$ cat src/rtl/sdram_arbiter.sv
// Two-port req/ack arbiter in front of a 68K-style SDRAM controller bus.
// Accesses are timed by a cycle counter; periodic idle gaps leave room for auto-refresh.
module sdram_arbiter #(
   parameter int ACCESS_CYCLES    = 16,
   parameter int GAP_CYCLES       = 1,
   parameter int REFRESH_INTERVAL = 750,
   parameter int REFRESH_GAP      = 10
) (
   input  logic        clk100_mhz,
   input  logic        rst,
   input  logic        p0_req,
   input  logic        p0_we,
   input  logic [1:0]  p0_be,
   input  logic [23:0] p0_addr,
   input  logic [15:0] p0_wdata,
   output logic        p0_ack,
   output logic [15:0] p0_rdata,
   input  logic        p1_req,
   input  logic        p1_we,
   input  logic [1:0]  p1_be,
   input  logic [23:0] p1_addr,
   input  logic [15:0] p1_wdata,
   output logic        p1_ack,
   output logic [15:0] p1_rdata,
   output logic [23:0] mem_addr,
   output logic [15:0] mem_din,
   input  logic [15:0] mem_dout,
   output logic        mem_asn,
   output logic        mem_udsn,
   output logic        mem_ldsn,
   output logic        mem_rw
);

   localparam logic [15:0] ACC_LAST = 16'(ACCESS_CYCLES - 1);
   localparam logic [15:0] GAP_LAST = 16'(GAP_CYCLES - 1);
   localparam logic [15:0] REF_LAST = 16'(REFRESH_INTERVAL - 1);
   localparam logic [15:0] RG_LAST  = 16'(REFRESH_GAP - 1);

   typedef enum logic [1:0] {IDLE, ACCESS, RECOVER, REFRESH} state_t;

   state_t      state_q;
   logic [15:0] cnt_q;
   logic [15:0] ref_cnt_q;
   logic [15:0] ref_cnt_d;
   logic        ref_due_q;
   logic        ref_due_d;
   logic        last_q;
   logic        sel_q;
   logic        ack_q [2];
   logic [15:0] rdata_q [2];
   logic [23:0] mem_addr_q;
   logic [15:0] mem_din_q;
   logic        mem_asn_q;
   logic        mem_udsn_q;
   logic        mem_ldsn_q;
   logic        mem_rw_q;

   logic        decide;
   logic        gnt_valid;
   logic        gnt_port;
   logic        sel_we;
   logic [1:0]  sel_be;
   logic [23:0] sel_addr;
   logic [15:0] sel_wdata;

   assign p0_ack   = ack_q[0];
   assign p1_ack   = ack_q[1];
   assign p0_rdata = rdata_q[0];
   assign p1_rdata = rdata_q[1];
   assign mem_addr = mem_addr_q;
   assign mem_din  = mem_din_q;
   assign mem_asn  = mem_asn_q;
   assign mem_udsn = mem_udsn_q;
   assign mem_ldsn = mem_ldsn_q;
   assign mem_rw   = mem_rw_q;

   // Grants happen from IDLE and from the final RECOVER cycle only.
   assign decide    = (state_q == IDLE) || ((state_q == RECOVER) && (cnt_q == GAP_LAST));
   assign gnt_valid = p0_req | p1_req;
   assign gnt_port  = (p0_req & p1_req) ? ~last_q : p1_req;
   assign sel_we    = gnt_port ? p1_we    : p0_we;
   assign sel_be    = gnt_port ? p1_be    : p0_be;
   assign sel_addr  = gnt_port ? p1_addr  : p0_addr;
   assign sel_wdata = gnt_port ? p1_wdata : p0_wdata;

   // Saturating refresh timer; refresh_due stays high until a REFRESH gap is taken.
   assign ref_cnt_d = (ref_cnt_q == REF_LAST) ? ref_cnt_q : ref_cnt_q + 16'd1;
   assign ref_due_d = (ref_cnt_d == REF_LAST);

   always_ff @(posedge clk100_mhz) begin
      if (rst) begin
         state_q    <= IDLE;
         cnt_q      <= '0;
         ref_cnt_q  <= '0;
         ref_due_q  <= 1'b0;
         last_q     <= 1'b1;
         sel_q      <= 1'b0;
         ack_q[0]   <= 1'b0;
         ack_q[1]   <= 1'b0;
         rdata_q[0] <= '0;
         rdata_q[1] <= '0;
         mem_addr_q <= '0;
         mem_din_q  <= '0;
         mem_asn_q  <= 1'b1;
         mem_udsn_q <= 1'b1;
         mem_ldsn_q <= 1'b1;
         mem_rw_q   <= 1'b1;
      end else begin
         ack_q[0]  <= 1'b0;
         ack_q[1]  <= 1'b0;
         ref_cnt_q <= ref_cnt_d;
         ref_due_q <= ref_due_d;
         if (decide) begin
            if (ref_due_q) begin
               state_q   <= REFRESH;
               cnt_q     <= '0;
               ref_cnt_q <= '0;
               ref_due_q <= 1'b0;
            end else if (gnt_valid) begin
               last_q <= gnt_port;
               sel_q  <= gnt_port;
               cnt_q  <= '0;
               if (sel_we && (sel_be == 2'b00)) begin
                  // Nothing to write: acknowledge without touching the bus.
                  ack_q[gnt_port] <= 1'b1;
                  state_q         <= RECOVER;
               end else begin
                  mem_addr_q <= sel_addr;
                  mem_din_q  <= sel_wdata;
                  mem_rw_q   <= ~sel_we;
                  mem_asn_q  <= 1'b0;
                  mem_udsn_q <= sel_we ? ~sel_be[1] : 1'b0;
                  mem_ldsn_q <= sel_we ? ~sel_be[0] : 1'b0;
                  state_q    <= ACCESS;
               end
            end else begin
               state_q <= IDLE;
            end
         end else begin
            case (state_q)
               ACCESS: begin
                  if (cnt_q == ACC_LAST) begin
                     if (mem_rw_q) rdata_q[sel_q] <= mem_dout;
                     ack_q[sel_q] <= 1'b1;
                     mem_asn_q    <= 1'b1;
                     mem_udsn_q   <= 1'b1;
                     mem_ldsn_q   <= 1'b1;
                     mem_rw_q     <= 1'b1;
                     state_q      <= RECOVER;
                     cnt_q        <= '0;
                  end else begin
                     cnt_q <= cnt_q + 16'd1;
                  end
               end
               RECOVER: cnt_q <= cnt_q + 16'd1;
               REFRESH: begin
                  if (cnt_q == RG_LAST) begin
                     state_q <= IDLE;
                     cnt_q   <= '0;
                  end else begin
                     cnt_q <= cnt_q + 16'd1;
                  end
               end
               default: state_q <= IDLE;
            endcase
         end
      end
   end

endmodule
$ cat config.mk
export PLATFORM = sky130hd
export DESIGN_NAME = sdram_arbiter
export DESIGN_NICKNAME = d
export VERILOG_FILES = /design/src/rtl/sdram_arbiter.sv
export SDC_FILE = /design/constraint.sdc
export NUM_CORES = 1
export LEC_CHECK = 0
export ABC_AREA = 1
export CAP_MARGIN = 10
export CORE_ASPECT_RATIO = 0.75
export CORE_MARGIN = 2
export CORE_UTILIZATION = 45
export DETAILED_ROUTE_END_ITERATION = 16
export PLACE_DENSITY = 0.79
export SLEW_MARGIN = 10
export SYNTH_ARGS = -nofsm -noshare
export SYNTH_HDL_FRONTEND = slang
export SYNTH_SLANG_ARGS = --single-unit
export TNS_END_PERCENT = 10
$ cat constraint.sdc
create_clock -name clk100_mhz -period 2.9 [get_ports clk100_mhz]
set_input_delay 0.58 -clock clk100_mhz [delete_from_list [all_inputs] [get_ports clk100_mhz]]
set_output_delay 0.58 -clock clk100_mhz [all_outputs]
set_load 0.01 [all_outputs]
Yosys cells after proc, flatten, opt, wreduce, memory -nomap -nowiden. Memory sizes are Yosys's and may differ from the RTL's. Index checks and enable logic that the tools add are counted.

Flip-flop bits (word level): 81. RAM bits: 34. Output and inout port bits: 78. Memories kept: 2. Bits of input ports: 106. Word-level logic and storage cells: 127.

Add/sub/neg operators: 2. Equal/unequal tests: 14. Reduce and logical (&&, ||, !) cells: 16. Bitwise operators: 10. Mux-type cells: 71.

Memories: rdata_q (words 2, width 16, read ports 2, clocked after memory_dff 0, wr ports 2, line 50) `logic [15:0] rdata_q [2];`; ack_q (words 2, width 1, read ports 2, clocked after memory_dff 0, wr ports 3, line 49) `logic ack_q [2];`.

Operators with widths (count): 16-bit two-way mux (10); 1-bit two-way mux (51); 16-bit case mux with 3 select lines (1); 16-bit by 1-bit adder with 16-bit output (second input constant) (2); 16-bit by 10-bit == test with 1-bit output (second input constant) (2); 16-bit by 4-bit == test with 1-bit output (second input constant) (2); 24-bit two-way mux (1); 16-bit logical NOT (1); 16-bit OR reduction (1); 2-bit two-way mux (7); 2-bit inequality test (second input constant) (3); 3-bit inequality test (second input constant) (2); 1-bit NOT (6); 2-bit case mux with 3 select lines (1); 3-bit AND reduction (2); 5-bit AND reduction (1); 2-bit == test (second input constant) (2); 2-bit logical NOT (2); 4-bit AND reduction (1); 2-bit nonzero test (2); 4-bit nonzero test (1); 3-bit by 2-bit inequality test with 1-bit output (second input constant) (1); 1-bit OR (3); 2-bit by 1-bit == test with 1-bit output (second input constant) (1); other kinds (6) (7).

Depth between registers and ports, before layout. Gate-level depths: netlist of the first run.

Word-level depth: 12. Mapped depth: 13. Mapped depth without buffers: 12.

Worst setup path before layout of the first run. Ideal clock, no wire load.

Path type: register to register. Start point: register cnt_q[0]. End point: memory rdata_q[0][0] (enable). Cell stages (with the launch flop): 11. Setup slack: 585 ps. Data arrival time: 1943 ps. Path buffers: 1. Clock period less this slack: 2315 ps. Setup time: 372 ps. Data required time: 2528 ps. Path through: dfxtp_1 ha_1 nand2_2 nor2_4 inv_2 nor2_4 nand2_2 nor3_4 nand4_4 buf_6 nand2_1.

RTL lines: start, declared (line 42) `logic [15:0] cnt_q;`; start signal, assigned (line 152) `cnt_q <= cnt_q + 16'd1;`; start signal, assigned (line 155) `RECOVER: cnt_q <= cnt_q + 16'd1;`; start signal, assigned (line 161) `cnt_q <= cnt_q + 16'd1;`; end, declared (line 50).

Worst setup path after layout of the first run.
Start point: input p1_req. End point: register mem_addr_q[16] (netlist: mem_addr[16]).

Word-level cells in the longest chain between the ends: 7.

RTL lines: start, declared (line 18) `input logic p1_req,`; 1-bit bitwise AND (line 80) `assign gnt_port = (p0_req & p1_req) ? ~last_q : p1_req;`; 1-bit two-way mux (line 80); 2-bit two-way mux (line 82) `assign sel_be = gnt_port ? p1_be : p0_be;`; 2-bit logical NOT (line 123) `if (sel_we && (sel_be == 2'b00)) begin`; 1-bit logical AND (line 123); 1-bit NOT (no source line); 4-bit AND reduction (no source line); end signal, assigned (line 128) `mem_addr_q <= sel_addr;`; end, declared (line 51) `logic [23:0] mem_addr_q;`.

Parallel ways exist; a longest one is shown, timed or not. A chain may end at the register's enable or synchronous reset.

==> results of run 1 <==
## path summary, 6_finish.rpt
path	from	end	cells past startpoint
worst max-delay path	p1_req	mem_addr[16]	11
worst min-delay path	mem_asn	mem_asn	2
worst max register to register	cnt_q[0]	rdata_q[0][5]	10
worst min register to register	mem_asn	mem_asn	2
## area by class of cell
type | count | area share (%)
antenna | 1 | 0.03046
timing repair buffer | 197 | 23.72
tap | 166 | 2.528
inverter | 69 | 3.152
sequential | 115 | 31.92
clock buffer | 18 | 5.223
clock inverter | 14 | 1.964
multi-input combinational | 568 | 31.46
## state kept, by name, indices dropped and copies added, names as in the netlist, 2 cells and up
register,flops
ack_q,2
state_q,2
mem_addr,24
mem_din,16
ref_cnt_q,16
rdata_q,32
cnt_q,16
## per-stage QoR
stage / hold WS, ns / total power, mW / std cells
final: 0.4559 / 4.828 / 1148
after floorplan: 0.4287 / 2.319 / 784
after global placement: 0.4296 / 2.777 / 1115
after detailed placement: 0.4375 / 2.790 / 1115
after global routing: 0.4920 / 5.037 / 1148
after CTS: 0.4566 / 4.858 / 1147
## layer usage
layer  part of all wire (%)  up-vias  global-route usage (%)
met1                     44     2451                   28.83
met3                    8.8       23                   7.089
met5                      0        -                       0
met2                     45      216                   37.07
met4                    1.9        0                   8.265
li1                       -     2858                       -
## cells by family after synthesis
| kind of cell | count (synthesis) | share of synthesized area, % |
|---|---|---|
| XOR/XNOR | 12 | 1.864 |
| flip-flops | 115 | 46.51 |
| AO/OA/AOI/OAI | 79 | 7.322 |
| adder cells (fa/ha/maj) | 6 | 1.331 |
| AND/OR/NAND/NOR | 471 | 35.32 |
| buffers and inverters | 101 | 7.655 |
## power by group
group          leakage [nW]  switching [mW]  internal, mW
sequential             1.01          0.0749          1.78
combinational          2.22           0.455         0.453
clock                 0.278           0.727          1.34
total                  3.51            1.26          3.57
## cell usage in the layout, fill, tap and decap left out, types with 2 or more instances in the layout
cell type / Yosys / layout
nand2_1: 214 / 214
clkdlybuf4s50_1: 0 / 183
nor2_1: 168 / 168
dfxtp_1: 83 / 83
inv_1: 65 / 65
nand3_1: 45 / 45
o21ai_0: 37 / 37
edfxtp_1: 32 / 32
a21oi_1: 23 / 23
clkbuf_16: 0 / 17
nand4_1: 13 / 13
buf_4: 0 / 13
o21ai_1: 12 / 12
xor2_1: 10 / 10
nor3_1: 8 / 8
ha_1: 6 / 6
nand2_2: 5 / 5
clkinvlp_4: 0 / 5
clkinv_2: 0 / 5
inv_2: 4 / 4
nor2_2: 3 / 3
nor2_4: 3 / 3
or2_2: 3 / 3
bufinv_16: 0 / 3
nand4_4: 2 / 2
xnor2_1: 2 / 2
o21bai_1: 2 / 2
o211ai_1: 2 / 2
nand3b_1: 2 / 2
## cells in the mapped netlist (3+ instances only)
cell / n / area share (%)
buf_1: 3 / 0.20
or2_2: 3 / 0.33
nor2_4: 3 / 0.60
o21ai_0: 37 / 3.3
nand2_2: 5 / 0.55
nor3_1: 8 / 0.71
clkbuf_1: 17 / 1.1
buf_6: 6 / 1.2
nand2_1: 214 / 14
inv_2: 4 / 0.27
dfxtp_1: 83 / 29
xor2_1: 10 / 1.6
nand4_1: 13 / 1.4
buf_2: 6 / 0.53
nor2_1: 168 / 11
nor2_2: 3 / 0.33
a21oi_1: 23 / 2.0
o21ai_1: 12 / 1.1
inv_1: 65 / 4.3
ha_1: 6 / 1.3
nand3_1: 45 / 4.0
edfxtp_1: 32 / 17
## tightest hold or removal path, cell delays in order (launching register included)
cell and delay, ns:
dfxtp_1 0.31, nand2_1 0.06, nand2_1 0.04
==> results.json, run 1 <==
{
  "synth_top_flop_cell": "dfxtp_1",
  "cp.buffers_inverters": 3,
  "grt_pass1_wl_um": 24170,
  "path_delay_family": "buffers and inverters",
  "crit_path_start_kind": "input port",
  "final.period_utilization_pct": 79.02,
  "fin_skew_ns": 0.009553,
  "synth_warnings": 0,
  "ios": 184,
  "power_density_mw_per_mm2": 587.6,
  "worst_ep_arrival_time_ns": 2.63,
  "path_cells": "clkdlybuf4s50_1, nand2_2, buf_4, nand2_1, nand2_1, nor2_1, nand2_1, nand3_2, buf_4, o21ai_1, nor2_1",
  "hpwl_um": 10920,
  "status": "finished clean",
  "ff_latch_area_mm2": 0.002623,
  "via_per_inst": 4.833,
  "nNetsFinal": 1080,
  "clk_latency_ns": 0.41,
  "drt_wl_total_um": 15090,
  "clkTransAtPathRegs_ns": 0.05,
  "cpMostUsedCell": "nand2_1",
  "synth_cells": 784,
  "fin_area_mm2": 0.008217,
  "die_area_mm2": 0.01345,
  "antenna_found_initial": 1,
  "io_buffers": 183,
  "post-route-util_pct": 67.01,
  "placed_cell_area_mm2": 0.007624,
  "drive_above_1_share_pct": 7.034,
  "reg2reg_setup_slack_ns": 0.71,
  "die_x_um": 133.3,
  "ys_types": 35,
  "clock_sinks": 115,
  "power.leakage_nw": 3.510,
  "critPathSlowestCell": "clkdlybuf4s50_1",
  "core_area_mm2": 0.01226,
  "n_fill_cell": 1091,
  "initial_core_util_pct": 45.99,
  "synth-seq-cells": 115,
  "grt_overflow_total": 0,
  "drtIter0Drc": 461,
  "cts_setup_buffers": 0,
  "grt_pass1_vias": 5056,
  "syn-num-nets": 896,
  "syn_avg_cell_area_um2": 7.193,
  "finalHoldViolCount": 0,
  "pre_cts_slack_ns": 0.2181,
  "track_usage_pct": 22.80,
  "holdBufCountCts": 0,
  "ir_worst_vdd_v": 0.0004873,
  "finalSetupViolCount": 0,
  "detail-route-antenna-nets": 0,
  "ctsRootBufferMaster": "clkbuf_16",
  "multi_input_area_mm2": 0.002585,
  "drv_cap": 0,
  "wl_per_cell_um": 13.15,
  "synthArstFlopShare_pct": 0,
  "slew_headroom_pct": 62.96,
  "seq_area_frac_synth_pct": 46.51,
  "synthesis.area_mm2": 0.005639,
  "fmax_mhz": 436.4,
  "drt_first_pass_iters": 7,
  "synth_edf_count": 32,
  "finalCriticalPeriod_ns": 2.292,
  "htree_num_levels": 4,
  "fp.dieH_um": 100.9,
  "crit_path_max_fanout": 40,
  "tightestPinTransition_ns": 0.5519,
  "row_count": 35,
  "cp.required_ns": 3.23,
  "clock_path_buffers": 2,
  "syn_to_final_growth_pct": 45.71,
  "cts_tree": "built",
  "grt_max_degree": 43,
  "critPathMaxStageDelay_ns": 0.50,
  "hp-class": "reg -> reg",
  "crit_path_end_kind": "flop",
  "fin_tns_setup_ns": 0,
  "drv_slew": 0,
  "worst-setup-path-type": "in -> reg",
  "drc_errors": 0,
  "rsz0062_at_grt": "no",
  "fin_ws_ns": 0.6083,
  "routabilityCongestion": 0.9212,
  "cts_resized": 0,
  "cts_buffers": 17,
  "num_vias": 5548
}
(Power assumes the default switching activity.)
==> run 2: changes to the inputs <==
Settings changed: CORE_UTILIZATION 45 to 42, PLACE_DENSITY 0.79 to 0.77.
Clock period 2.9 ns to 1.9 ns, I/O delays scaled along.
==> run 2 against run 1 <==
Register-to-register slack lost 0.68 ns. Clock-buffer cell count down 1. Critical path type unchanged. Worst hold slack better by 0.0016 ns. Global-route usage down 0.78 points. First-iteration DRC count fell by 7.2%. Core utilization grew 1.2 points. Sequential share of layout area down 2.3 points. Via count rose by 5.0%. Worst setup slack worse by 0.59 ns. Largest power group unchanged. Wire length increased by 11%.
==> results.json, run 2 (synthesized netlist as in run 1, its figures left out) <==
{
  "status": "finished clean",
  "drv_slew": 0,
  "drv_cap": 0,
  "layout_common_cells": "nand2_1 (209), clkdlybuf4s50_1 (183), nor2_1 (157)",
  "die_area_mm2": 0.01438,
  "io_buffers": 183,
  "antenna_cells": 0,
  "drt_wl_total_um": 16750,
  "placed_cells": 1148,
  "grtUsageMet2_pct": 35.39,
  "track_usage_pct": 22.02,
  "busiest_layer": "met2",
  "crit_path_end_kind": "flop",
  "drc_errors": 0,
  "layout_commonest_cell": "nand2_1",
  "grt_use_met1_pct": 28.03,
  "slew_headroom_pct": 65.36,
  "die_x_um": 137.8,
  "antenna_found_initial": 0,
  "power.leakage_nw": 3.851,
  "finalSetupViolCount": 0,
  "cp.buffers_inverters": 5,
  "detail-route-antenna-nets": 0,
  "cts_tree": "built",
  "top_register": "rdata_q",
  "fp.dieH_um": 104.4,
  "n_fill_cell": 1081,
  "rsz0062_at_grt": "yes",
  "clk_latency_ns": 0.41,
  "cp.required_ns": 2.20,
  "syn_to_final_growth_pct": 57.89,
  "ios": 184,
  "power_density_mw_per_mm2": 877.1,
  "clock_path_buffers": 2,
  "drt_first_pass_iters": 6,
  "crit_path_max_fanout": 8,
  "path_cells": "clkdlybuf4s50_1, nand2_1, nand2_4, inv_2, nand2_1, nand2_1, nor2_2, nand2_2, nand3_4, buf_4, clkinv_8, clkbuf_16, nor2_1, nor2_1",
  "finalHoldViolCount": 0,
  "grt_overflow_total": 0,
  "tightestPinTransition_ns": 0.5161,
  "via_per_inst": 4.869,
  "num_vias": 5828,
  "ff_latch_area_mm2": 0.002634,
  "initial_core_util_pct": 43.17,
  "grt_max_degree": 43,
  "crit_path_start_kind": "input port",
  "fin_skew_ns": 0.01054,
  "holdBufCountCts": 0,
  "routabilityCongestion": 0.9003,
  "drive_above_1_share_pct": 13.84,
  "clock_sinks": 115,
  "clkTransAtPathRegs_ns": 0.06,
  "fin_hold_ws_ns": 0.4575,
  "final.period_utilization_pct": 99.29,
  "fmax_mhz": 530.1,
  "final_cells": 1197,
  "hp-class": "reg -> reg",
  "ir_worst_vdd_v": 0.0007695,
  "hpwl_um": 11570,
  "drtIter0Drc": 428,
  "largest_register_ffs": 32,
  "finalCriticalPeriod_ns": 1.887,
  "cpMostUsedCell": "nand2_1",
  "path_delay_family": "buffers and inverters",
  "nNetsFinal": 1125,
  "core_area_mm2": 0.01306,
  "htree_num_levels": 4,
  "cts_buffers": 17,
  "row_count": 36,
  "ctsRootBufferMaster": "clkbuf_16",
  "critPathSlowestCell": "clkdlybuf4s50_1",
  "critPathMaxStageDelay_ns": 0.47,
  "global_route.usage.met3_pct": 7.407,
  "multi_input_area_mm2": 0.002723,
  "worst-setup-path-type": "in -> reg",
  "worst_ep_arrival_time_ns": 2.19,
  "grt_pass1_wl_um": 25160,
  "wl_per_cell_um": 13.99,
  "grt_pass1_vias": 5314
}
==> run 2: cell types whose count changed in the layout (fill, tap and decap cells not counted), moves of 4 or more <==
cell,delta
buf_4,+28
buf_6,+7
clkbuf_16,+6
clkinv_2,-5
clkinv_4,+5
dfxtp_1,-5
nand2_1,-5
nor2_1,-11
nor2_2,+8
o21ai_0,-23
o21ai_1,+19
o21ai_2,+4
==> run 2: worst paths after layout <==
check | slack [ns] | cells past startpoint | startpoint | end
setup / recovery | 0.01 | 14 | p0_req | mem_din[11]
hold / removal | 0.46 | 2 | mem_asn | mem_asn
setup reg to reg | 0.03 | 8 | ref_cnt_q[0] | ref_due_q
hold reg to reg | 0.46 | 2 | mem_asn | mem_asn
==> run 2: area by class of cell <==
type	count	area share (%)
Clock buffer	17	4.778
Clock inverter	15	1.939
Inverter	69	3.049
Multi-Input combinational cell	568	30.58
Sequential cell	115	29.58
Tap cell	171	2.403
Timing Repair Buffer	242	27.67
==> run 2: through the flow <==
stage / total power [mW] / setup WS, ns / setup TNS (ns) / instance area (um2) / utilization (%)
3_3_place_gp: 4.311 / -0.1994 / -7.985 / 7903 / 60.50
2_1_floorplan: 3.548 / -0.04441 / -1.310 / 5689 / -
4_1_cts: 7.531 / 0.01220 / 0 / 8516 / 65.19
6_report: 7.809 / 0.01349 / 0 / 8904 / 68.16
5_1_grt: 8.142 / -0.1050 / -2.172 / 8904 / 68.16
3_5_place_dp: 4.328 / -0.3416 / -13.58 / 7903 / 60.50
==> run 2: timing repair <==
item,4_1_cts,5_1_grt
resized for setup,2,67
setup buffers,1,7
endpoints found under the setup margin,7,107
gates cloned,0,9
pin swaps,1,10
==> run 2: power breakdown <==
| part | leakage (nW) | internal, mW | switching (mW) |
|---|---|---|---|
| logic | 2.55 | 0.940 | 0.837 |
| registers | 1.01 | 2.71 | 0.118 |
| clock network | 0.283 | 1.96 | 1.24 |
==> run 2: metal layers <==
metal	part of all wire [%]	wire length (um)
met5	0	0
met1	43	7262
met2	46	7754
met4	1.4	229
met3	9.0	1502
==> run 2: worst reg2reg max path: stages (launching register included) <==
cell and delay [ns]:
dfxtp_1 0.48, ha_1 0.28, inv_1 0.07, nor2_1 0.17
nand3_1 0.15, nor3_1 0.24, xnor2_1 0.19, nand4_1 0.13
nor2_1 0.11
==> run 3: changes to the inputs <==
Settings changed: CORE_UTILIZATION 42 to 45, DONT_BUFFER_PORTS set to 1, PLACE_DENSITY 0.77 to not set.
==> run 3 against run 2 <==
Cell count down 17%. Clock skew shrank 0.0026 ns. Via count is 13% lower. Clock power grew 3%. Critical path depth shrank 5. Sequential cell count unchanged. Sequential power grew 5%. Global-route usage down 1.5 points. Die area decreased by 6.5%. Worst hold slack lost 0.42 ns. Critical path type is now reg -> reg. Critical endpoint is now rdata_q[0][2]. Largest power group unchanged. Highest routed layer unchanged.
==> results.json, run 3 (synthesized netlist as in run 1, its figures left out) <==
{
  "htree_num_levels": 4,
  "path_delay_family": "simple AND/OR/NAND/NOR gates",
  "power_density_mw_per_mm2": 1050,
  "grt_overflow_total": 0,
  "p_int_mw": 5.230,
  "num_vias": 5073,
  "finalHoldViolCount": 0,
  "cts_tree": "built",
  "power.leakage_nw": 3.059,
  "final_cells": 990,
  "track_usage_pct": 20.47,
  "crit_path_end_kind": "flop",
  "antenna_found_initial": 1,
  "clock_sinks": 115,
  "critPathSlowestCell": "dfxtp_2",
  "grt_max_degree": 49,
  "nNetsFinal": 922,
  "crit_path_max_fanout": 16,
  "fin_skew_ns": 0.007966,
  "via_per_inst": 5.124,
  "cp.buffers_inverters": 0,
  "ios": 184,
  "row_count": 35,
  "clkTransAtPathRegs_ns": 0.06,
  "drc_errors": 0,
  "crit_path_start_kind": "flop",
  "layout_commonest_cell": "nand2_1",
  "die_area_mm2": 0.01345,
  "holdBufCountCts": 0,
  "drv_cap": 0,
  "tightestPinTransition_ns": 0.6158,
  "grt_pass1_wl_um": 21620,
  "io_buffers": 0,
  "drtIter0Drc": 377,
  "hp-class": "in -> reg",
  "largest_register_ffs": 32,
  "drt_wl_total_um": 14380,
  "top_register": "rdata_q",
  "cts_buffers": 17,
  "status": "finished clean",
  "syn_to_final_growth_pct": 22.30,
  "die_x_um": 133.3,
  "post-route-util_pct": 56.24,
  "placed_cells": 947,
  "ctsRootBufferMaster": "clkbuf_16",
  "combPwrFrac_pct": 13.5,
  "p_sw_mw": 2.014,
  "final.period_utilization_pct": 96.79,
  "hpwl_um": 10280,
  "seq_power_share_pct": 40.8,
  "detail-route-antenna-nets": 0,
  "fp.dieH_um": 100.9,
  "p_sw_share_pct": 27.81,
  "path_cells": "nor2_1, nand2_1, nor2_4, nand2_2, nor2_4, nand2_2, nor3_4, nand4_4, nand2_8",
  "finalCriticalPeriod_ns": 1.839,
  "initial_core_util_pct": 45.99,
  "grt_pass1_vias": 4438,
  "fmax_mhz": 543.8,
  "wl_per_cell_um": 14.53,
  "drive_above_1_share_pct": 14.34,
  "clock_path_buffers": 2,
  "finalSetupViolCount": 0,
  "drt_first_pass_iters": 5,
  "layout_common_cells": "nand2_1 (209), nor2_1 (163), dfxtp_1 (76)",
  "ir_worst_vdd_v": 0.0006119,
  "cp.required_ns": 2.01,
  "rsz0062_at_grt": "yes",
  "core_area_mm2": 0.01226,
  "worst-setup-path-type": "reg -> reg",
  "routabilityCongestion": 0.8584,
  "drv_slew": 0,
  "critPathMaxStageDelay_ns": 0.31,
  "worst_ep_arrival_time_ns": 1.95,
  "clk_latency_ns": 0.41,
  "slew_headroom_pct": 58.67,
  "clkPwrFrac_pct": 45.7
}
## run 3: changes by cell type in the layout (fill, tap and decap cells not counted), moves of 3 or more
cell and change:
buf_4 -16, nand2_4 -3, clkdlybuf4s50_1 -183, nor2_1 +6
o21ai_0 +16, o21ai_2 -3, clkinvlp_4 -3, o21ai_1 -13
nand2_2 +3, buf_6 -5, nor2_2 -4
## run 3: stage by stage
step	power [mW]	area (um2)	hold slack (ns)	TNS (ns)	worst slack, ns
after floorplan	3.548	5689	0.4287	-1.310	-0.04441
after global placement	3.749	5979	0.4513	0	0.03948
after detailed placement	3.770	5979	0.4583	-0.2002	-0.02345
after CTS	7.105	6599	0.02319	0	0.009210
after global routing	7.564	6897	0.01047	-3.706	-0.08485
final	7.244	6897	0.03645	0	0.06097
## run 3: power groups by stage
stage               clock [mW]  combinational [mW]  sequential, mW
floorplan                    0               0.602            2.95
global placement             0               0.740            3.01
detailed placement           0               0.760            3.01
CTS                       3.38               0.762            2.96
global route              3.49                1.09            2.98
finish                    3.31               0.977            2.96
## run 3: layout make-up
type	instances	area, um2
Antenna cell	1	2.502
Clock buffer	17	425.4
Clock inverter	15	193.9
Fill cell	1178	5365
Inverter	69	266.5
Multi-Input combinational cell	568	2684
Sequential cell	115	2636
Tap cell	166	207.7
Timing Repair Buffer	39	480.5
## run 3: worst register-to-register path, cell delays in order (launching register included)
cell and delay [ns]:
dfxtp_2 0.31, nor2_1 0.09, nand2_1 0.10, nor2_4 0.16
nand2_2 0.08, nor2_4 0.11, nand2_2 0.07, nor3_4 0.24
nand4_4 0.19, nand2_8 0.19
## run 3: layer usage
layer  GRT usage (%)  wire length, um  share of wire, %  vias up
li1                -                -                 -     2553
met1           26.64             6613                46     2309
met2           30.93             6332                44      198
met3           7.994             1234               8.6       13
met4           7.610              202               1.4        0
met5               0                0                 0        -
## run 3: repair_timing
item | in CTS | in global routing
pin swaps | 1 | 7
cloned | 0 | 6
endpoints found under the setup margin | 36 | 114
setup buffers | 0 | 4
resized for setup | 0 | 40
## run 3: path summary, 6_finish.rpt
check	from	endpoint	slack, ns	depth (start not counted)
worst max-delay path	cnt_q[12]	rdata_q[0][2]	0.06	9
worst min-delay path	rst	cnt_q[14]	0.04	1
worst max register to register	cnt_q[12]	rdata_q[0][2]	0.06	9
worst min register to register	last_q	last_q	0.47	2
